<file path="src/rtl/periph_bus_arbiter.sv">
// Two-master arbiter for the peripheral register bus: round-robin with a
// bounded lock so one master can finish short read-modify-write sequences.
module periph_bus_arbiter #(
  parameter int ADDR_W   = 5,
  parameter int DATA_W   = 32,
  parameter int MAX_LOCK = 8
) (
  input  logic              clk,
  input  logic              rst_n,
  input  logic              m0_req,
  input  logic              m0_we,
  input  logic              m0_lock,
  input  logic [ADDR_W-1:0] m0_addr,
  input  logic [DATA_W-1:0] m0_wdata,
  output logic              m0_ack,
  output logic [DATA_W-1:0] m0_rdata,
  input  logic              m1_req,
  input  logic              m1_we,
  input  logic              m1_lock,
  input  logic [ADDR_W-1:0] m1_addr,
  input  logic [DATA_W-1:0] m1_wdata,
  output logic              m1_ack,
  output logic [DATA_W-1:0] m1_rdata,
  output logic [ADDR_W-1:0] A,
  output logic [DATA_W-1:0] WD,
  output logic              WE,
  input  logic [DATA_W-1:0] RD,
  output logic              busy,
  output logic              owner
);

  typedef enum logic [1:0] {IDLE, XFER, ACK} state_t;

  localparam logic [7:0] LOCK_MAX = 8'(MAX_LOCK);

  state_t     state;
  logic       lock_active;
  logic [7:0] lock_cnt;

  logic              req_own;
  logic              req_oth;
  logic              win;
  logic              sel_we;
  logic              sel_lock;
  logic [ADDR_W-1:0] sel_addr;
  logic [DATA_W-1:0] sel_wdata;

  // Winner of the IDLE arbitration; 'owner' doubles as the last-granted master.
  always_comb begin
    // NOTE: every signal gets a value on every path so no latch is inferred.
    req_own = owner ? m1_req : m0_req;
    req_oth = owner ? m0_req : m1_req;
    if (lock_active && req_own && !(lock_cnt == LOCK_MAX && req_oth))
      win = owner;
    else if (m0_req && m1_req)
      win = ~owner;
    else
      win = m1_req;
    sel_we    = win ? m1_we    : m0_we;
    sel_lock  = win ? m1_lock  : m0_lock;
    sel_addr  = win ? m1_addr  : m0_addr;
    sel_wdata = win ? m1_wdata : m0_wdata;
  end

  assign busy = (state != IDLE);

  always_ff @(posedge clk or negedge rst_n) begin
    // NOTE: state is updated with non-blocking assignments only, so every
    // branch below reads the pre-edge values regardless of statement order.
    if (!rst_n) begin
      state       <= IDLE;
      owner       <= 1'b1;
      lock_active <= 1'b0;
      lock_cnt    <= '0;
      A           <= '0;
      WD          <= '0;
      WE          <= 1'b0;
      m0_ack      <= 1'b0;
      m1_ack      <= 1'b0;
      m0_rdata    <= '0;
      m1_rdata    <= '0;
    end else begin
      case (state)
        IDLE: begin
          if (m0_req || m1_req) begin
            owner       <= win;
            A           <= sel_addr;
            WD          <= sel_wdata;
            WE          <= sel_we;
            lock_active <= sel_lock;
            // Count saturates so an uncontested locked master keeps the bus.
            if (win == owner && lock_active)
              lock_cnt <= (lock_cnt == LOCK_MAX) ? lock_cnt : lock_cnt + 8'd1;
            else
              lock_cnt <= 8'd1;
            state <= XFER;
          end else begin
            A  <= '0;
            WD <= '0;
            WE <= 1'b0;
          end
        end
        XFER: begin
          // Read data is captured for writes too; the write commits on this edge.
          if (owner) begin
            m1_rdata <= RD;
            m1_ack   <= 1'b1;
          end else begin
            m0_rdata <= RD;
            m0_ack   <= 1'b1;
          end
          WE    <= 1'b0;
          state <= ACK;
        end
        ACK: begin
          m0_ack <= 1'b0;
          m1_ack <= 1'b0;
          A      <= '0;
          WD     <= '0;
          state  <= IDLE;
        end
        default: state <= IDLE;
      endcase
    end
  end

endmodule

</file>
<file path="config.mk">
export PLATFORM = sky130hd
export DESIGN_NAME = periph_bus_arbiter
export DESIGN_NICKNAME = d
export VERILOG_FILES = /design/src/rtl/periph_bus_arbiter.sv
export SDC_FILE = /design/constraint.sdc
export NUM_CORES = 1
export LEC_CHECK = 0
export ABC_AREA = 0
export CAP_MARGIN = 10
export CORE_AREA = 2 2 101 103
export CTS_CLUSTER_DIAMETER = 200
export DETAILED_ROUTE_END_ITERATION = 10
export DIE_AREA = 0 0 103 105
export DONT_BUFFER_PORTS = 1
export HOLD_SLACK_MARGIN = 0.15
export MAX_ROUTING_LAYER = met4
export PLACE_DENSITY = 0.68
export SYNTH_ARGS = -nofsm -noshare
export SYNTH_HDL_FRONTEND = slang
export SYNTH_SLANG_ARGS = --single-unit
</file>
<file path="constraint.sdc">
create_clock -name clk -period 5.34 [get_ports clk]
set_input_delay 0.801 -clock clk [delete_from_list [all_inputs] [get_ports clk]]
set_output_delay 0.801 -clock clk [all_outputs]
set_load 0.01 [all_outputs]
</file>
# Word level (Yosys, flattened, before mapping)
# Cells that the tools add are included.
# word_totals
reg_bits	116
latchBits	0
ram_bits	0
romBits	0
inputBits	114
output_inout_bits	106
wordCells	61
n_memories	0
# op_classes
addsub	1
multipliers	0
n_div	0
order_cmp	0
eq_ne	8
shifts	0
n_mux	22
bitwise	1
n_reduce_logical	18
# ops
operator	n
2-to-1 mux 32 bit	2
case mux 32 bit (2 select lines)	1
2-to-1 mux 8 bit	2
2-to-1 mux 5 bit	2
case mux 5 bit (2 select lines)	1
AND reduction 2 bit	5
2-to-1 mux 1 bit	9
adder 8 x 1 -> 8 bit, second input constant	1
equality test 8 x 4 -> 1 bit, second input constant	1
!= test 2 bit, second input constant	4
nonzero test 2 bit	4
case mux 1 bit (2 select lines)	3
logical AND 1 bit	5
case mux 2 bit (2 select lines)	1
AND reduction 3 bit	1
equality test 2 x 1 -> 1 bit, second input constant	1
equality test 2 bit, second input constant	1
zero test 2 bit	1
2-to-1 mux 2 bit	1
equality test 1 bit	1
zero test 1 bit	1
logical OR 1 bit	1
inverter 1 bit	1

# Depth between registers and ports, before layout
# depth
depth_word	9
ltp_mapped	8
ltp_nobuf	6

# Worst setup path before layout
# No wires, ideal clock.
# synth_path
path_type	input port to flip-flop
from	input port m0_req
to	register lock_cnt[7]
setup_ns	0.078
arrival_time_ns	2.119
required_ns	5.262
setup_slack_ns	3.142
stages	5
n_path_buf	1
cell_sequence	clkbuf_1 -> nor2_1 -> nor3_1 -> or4b_2 -> a21oi_1
# synth_between
elab_chain_cells	9
word_cells_on_any_way	15
classes_between	2 x eq/ne; 5 x mux; 8 x reduce/logical
# synth_lines
item	line	rtl
from (decl)	10	input logic m0_req,
2-to-1 mux 1 bit	52	req_oth = owner ? m0_req : m1_req;
logical AND 1 bit	53	if (lock_active && req_own && !(lock_cnt == LOCK_MAX && req_oth))
zero test 1 bit	53	
logical AND 1 bit	53	
2-to-1 mux 1 bit	53	
equality test 1 bit	92	if (win == owner && lock_active)
logical AND 1 bit	92	
!= test 2 bit (no line)	-	
AND reduction 3 bit (no line)	-	
to (signal assigned)	93	lock_cnt <= (lock_cnt == LOCK_MAX) ? lock_cnt : lock_cnt + 8'd1;
to (decl)	38	logic [7:0] lock_cnt;
# Parallel ways exist; a longest one is shown, timed or not.
# A chain may end at the register's enable or synchronous reset.

# Worst setup path after layout
# layout_path
from	register lock_cnt[5]
to	register WD[4]
# layout_between
elab_chain_cells	8
# layout_lines
item	line	rtl
equality test 8 x 4 -> 1 bit	53	
logical AND 1 bit	53	
zero test 1 bit	53	
logical AND 1 bit	53	
2-to-1 mux 1 bit	53	
2-to-1 mux 32 bit	62	sel_wdata = win ? m1_wdata : m0_wdata;
2-to-1 mux 32 bit	85	if (m0_req || m1_req) begin
case mux 32 bit (2 select lines)	83	case (state)
to (signal assigned)	88	WD <= sel_wdata;
to (decl)	25	output logic [DATA_W-1:0] WD,
# No other way between the ends.

==> results.py <==
metrics = {
    "detailed_routing": {
        "vias": 3612,
        "drc": 0,
        "first_pass_iters": 4,
        "wirelength_um": 12300,
        "ant_nets": 0,
        "wire_per_inst_um": 21.1,
        "vias_per_cell": 6.17,
        "drt_iter0_markers": 185,
    },
    "placed_design": {
        "place_area_um2": 5310,
        "dp.cells": 554,
        "port_buffers": 0,
        "gp_congestion": 0.862,
        "dp_hpwl_um": 8160,
    },
    "logic_synthesis": {
        "yosysSeqAreaShare_pct": 55.4,
        "avgSynthCellArea_um2": 11.7,
        "syn_nets": 565,
        "synth_seq_cells": 116,
        "synth_area_leader_cell": "dfrtp_1",
        "yosysWarningCount": 0,
        "yosysUniqueCellTypes": 43,
        "syn_area_um2": 5240,
        "synth.top_cells.by_area": "dfrtp_1 55%, mux2_2 14%, nand4_1 5.1%",
        "synth_edf_count": 0,
        "synthArstFlopShare_pct": 100,
        "synth_flop_cell": "dfrtp_1",
        "synth.top_cell.area_share_pct": 54.9,
        "post_synth_inst_count": 449,
    },
    "critical_path": {
        "reg2reg_to": "WD[4]$_DFFE_PN0P_",
        "worstPathRequired_ns": 5.69,
        "slowest_stage": "nand3_2",
        "reg2reg_slack_ns": 2.49,
        "r2r-start": "lock_cnt[5]$_DFFE_PN0P_",
        "start_kind": "flip-flop",
        "slowest_delay_ns": 0.73,
        "path_cells": "or4_4 > o2111ai_2 > nand3_2 > o311ai_0",
        "worst-path-max-fanout": 39,
        "startpoint": "lock_cnt[5]$_DFFE_PN0P_",
        "crit_path_end": "WD[4]$_DFFE_PN0P_",
        "ff2ff_path_depth": 4,
        "end_kind": "flip-flop",
        "worst-endpoint-arrival_ns": 3.20,
        "critical_path_class": "reg2reg",
    },
    "final_layout": {
        "syn2layout_area_growth_pct": 14.0,
        "antenna_cells": 0,
        "final_common_cell": "dfrtp_1",
        "fin_cells": 585,
        "fill_cells": 764,
        "fin_util_pct": 61.9,
        "stdcell_area_um2": 5970,
        "drive_above_1_share_pct": 27.4,
        "mostFrequentLayoutCells": "115 x dfrtp_1, 65 x mux2_2, 50 x inv_1",
        "nets": 557,
    },
    "global_routing": {
        "antenna_found_initial": 0,
        "grt_pass1_vias": 3663,
        "grt.total_usage_pct": 23.2,
        "globalRoute.totalOverflow": 0,
        "grt_start_max_net_pins": 117,
        "grt_pass1_wl_um": 18900,
    },
    "sta": {
        "fin_crit_sh_pct": 53.3,
        "rsz0062_at_grt": "no",
        "drv_slew": 0,
        "finalSetupViolCount": 0,
        "hold_violations": 0,
        "relSlewSlack_pct": 39.7,
        "timing.hold.ws_ns": 0.241,
        "setup_tns_ns": 0,
        "min_period_ns": 2.85,
        "max_clock_freq_mhz": 351,
        "worstMarginPinSlew_ns": 0.904,
        "skew_ns": 0.00813,
    },
    "clock_tree": {
        "cts_made_buffers": 17,
        "htree_levels": 4,
        "ctsRootBufferMaster": "clkbuf_8",
        "clockBufferDepth": 2,
        "clk_latency_ns": 0.50,
        "cts_tree": "yes",
        "clock_sinks": 116,
        "postCtsSetupBuffers": 0,
        "clk_pin_slew_ns": 0.06,
    },
    "die": {
        "initial_core_util_pct": 54.3,
        "chipHeight_um": 105,
        "io_pins": 220,
        "die_width_um": 103,
        "row_count": 36,
        "die_area_um2": 10800,
        "core-area_um2": 9640,
    },
    "outcome": {
        "outcome": "finished clean",
    },
    "power_and_ir_drop": {
        "ir_drop_uv": 279,
        "pwr_density_cell_nw_per_um2": 682,
        "p_leak_nw": 2.59,
    },
    "job": {
        "drv_cap": 0,
    },
    "min_path": {
        "hold_path_class": "in2async",
    },
}
state kept, by name, indices dropped and copies added (netlist names):
register     count
m1_ack           1
m0_ack           1
m1_rdata        32
A                5
state            2
owner            1
WE               1
lock_cnt         8
m0_rdata        32
WD              32
lock_active      1
worst max-delay path, delay by kind of cell (launching register included):
family,cells,cell delay (ns)
compound gates,2,0.93
simple gates,2,1.31
flops,1,0.44
where the power goes:
part           switching (mW)  leakage, nW  total, mW  internal (mW)
Sequential              0.499         1.42       1.79           1.29
Combinational           0.565        0.865       1.07          0.506
Clock                   0.373        0.310       1.21          0.836
Total                    1.44         2.59       4.07           2.63
metal layers:
metal	GRT usage, %	share of wire [%]	up-vias
li1	-	-	1614
met1	27.2	38	1788
met2	36.6	50	186
met3	8.03	11	24
met4	8.65	2.1	0
met5	-	0	-
cells by family after synthesis:
logic type / share of synthesized area (%)
flip-flops: 55.4
AND/OR/NAND/NOR: 11.1
buffers and inverters: 6.62
AO/OA/AOI/OAI: 12.0
multiplexers: 14.2
adder cells (fa/ha/maj): 0.478
XOR/XNOR: 0.167
worst min path at each step:
stage,startpoint,slack [ns],end,cells past startpoint
4_1_cts,rst_n,0.27,m0_rdata[6]$_DFFE_PN0P_,1
3_5_place_dp,rst_n,0.51,m0_rdata[24]$_DFFE_PN0P_,0
3_3_place_gp,rst_n,0.51,m1_rdata[24]$_DFFE_PN0P_,0
5_1_grt,rst_n,0.28,m1_rdata[24]$_DFFE_PN0P_,1
2_1_floorplan,rst_n,0.51,A[0]$_DFFE_PN0P_,0
6_report,rst_n,0.24,m0_rdata[28]$_DFFE_PN0P_,1
stage by stage:
| stage | power, mW | setup slack [ns] |
|---|---|---|
| 5_1_grt | 4.32 | 2.29 |
| 6_report | 4.07 | 2.49 |
| 3_5_place_dp | 2.88 | 2.46 |
| 3_3_place_gp | 2.82 | 2.68 |
| 4_1_cts | 4.12 | 2.45 |
| 2_1_floorplan | 2.59 | 3.14 |
synthesized netlist by cell type (3+ instances only):
cell type,instances
nor2_1,6
buf_1,5
nand2_1,41
o21ai_0,6
nand4_1,43
nor4_1,3
nand3_1,5
clkbuf_1,21
o311ai_2,10
buf_2,7
a21oi_1,7
o311ai_0,9
inv_1,50
dfrtp_1,115
a31o_2,3
o311ai_1,19
mux2_2,65
what timing repair did:
item	CTS	global route
hold buffers	1	0
gates resized for setup	0	0
hold endpoints to repair	116	0
cell type report:
| type | instances | area [um2] | share of cell area (%) |
|---|---|---|---|
| clock buffers | 21 | 459 | 7.69 |
| multi-input cells | 247 | 1990 | 33.4 |
| inverters | 51 | 191 | 3.21 |
| repair buffers | 8 | 80.1 | 1.34 |
| flip-flops and latches | 116 | 2900 | 48.6 |
| clock inverters | 9 | 176 | 2.95 |
| well taps | 133 | 166 | 2.79 |
Power figures use the tool's default switching activity.
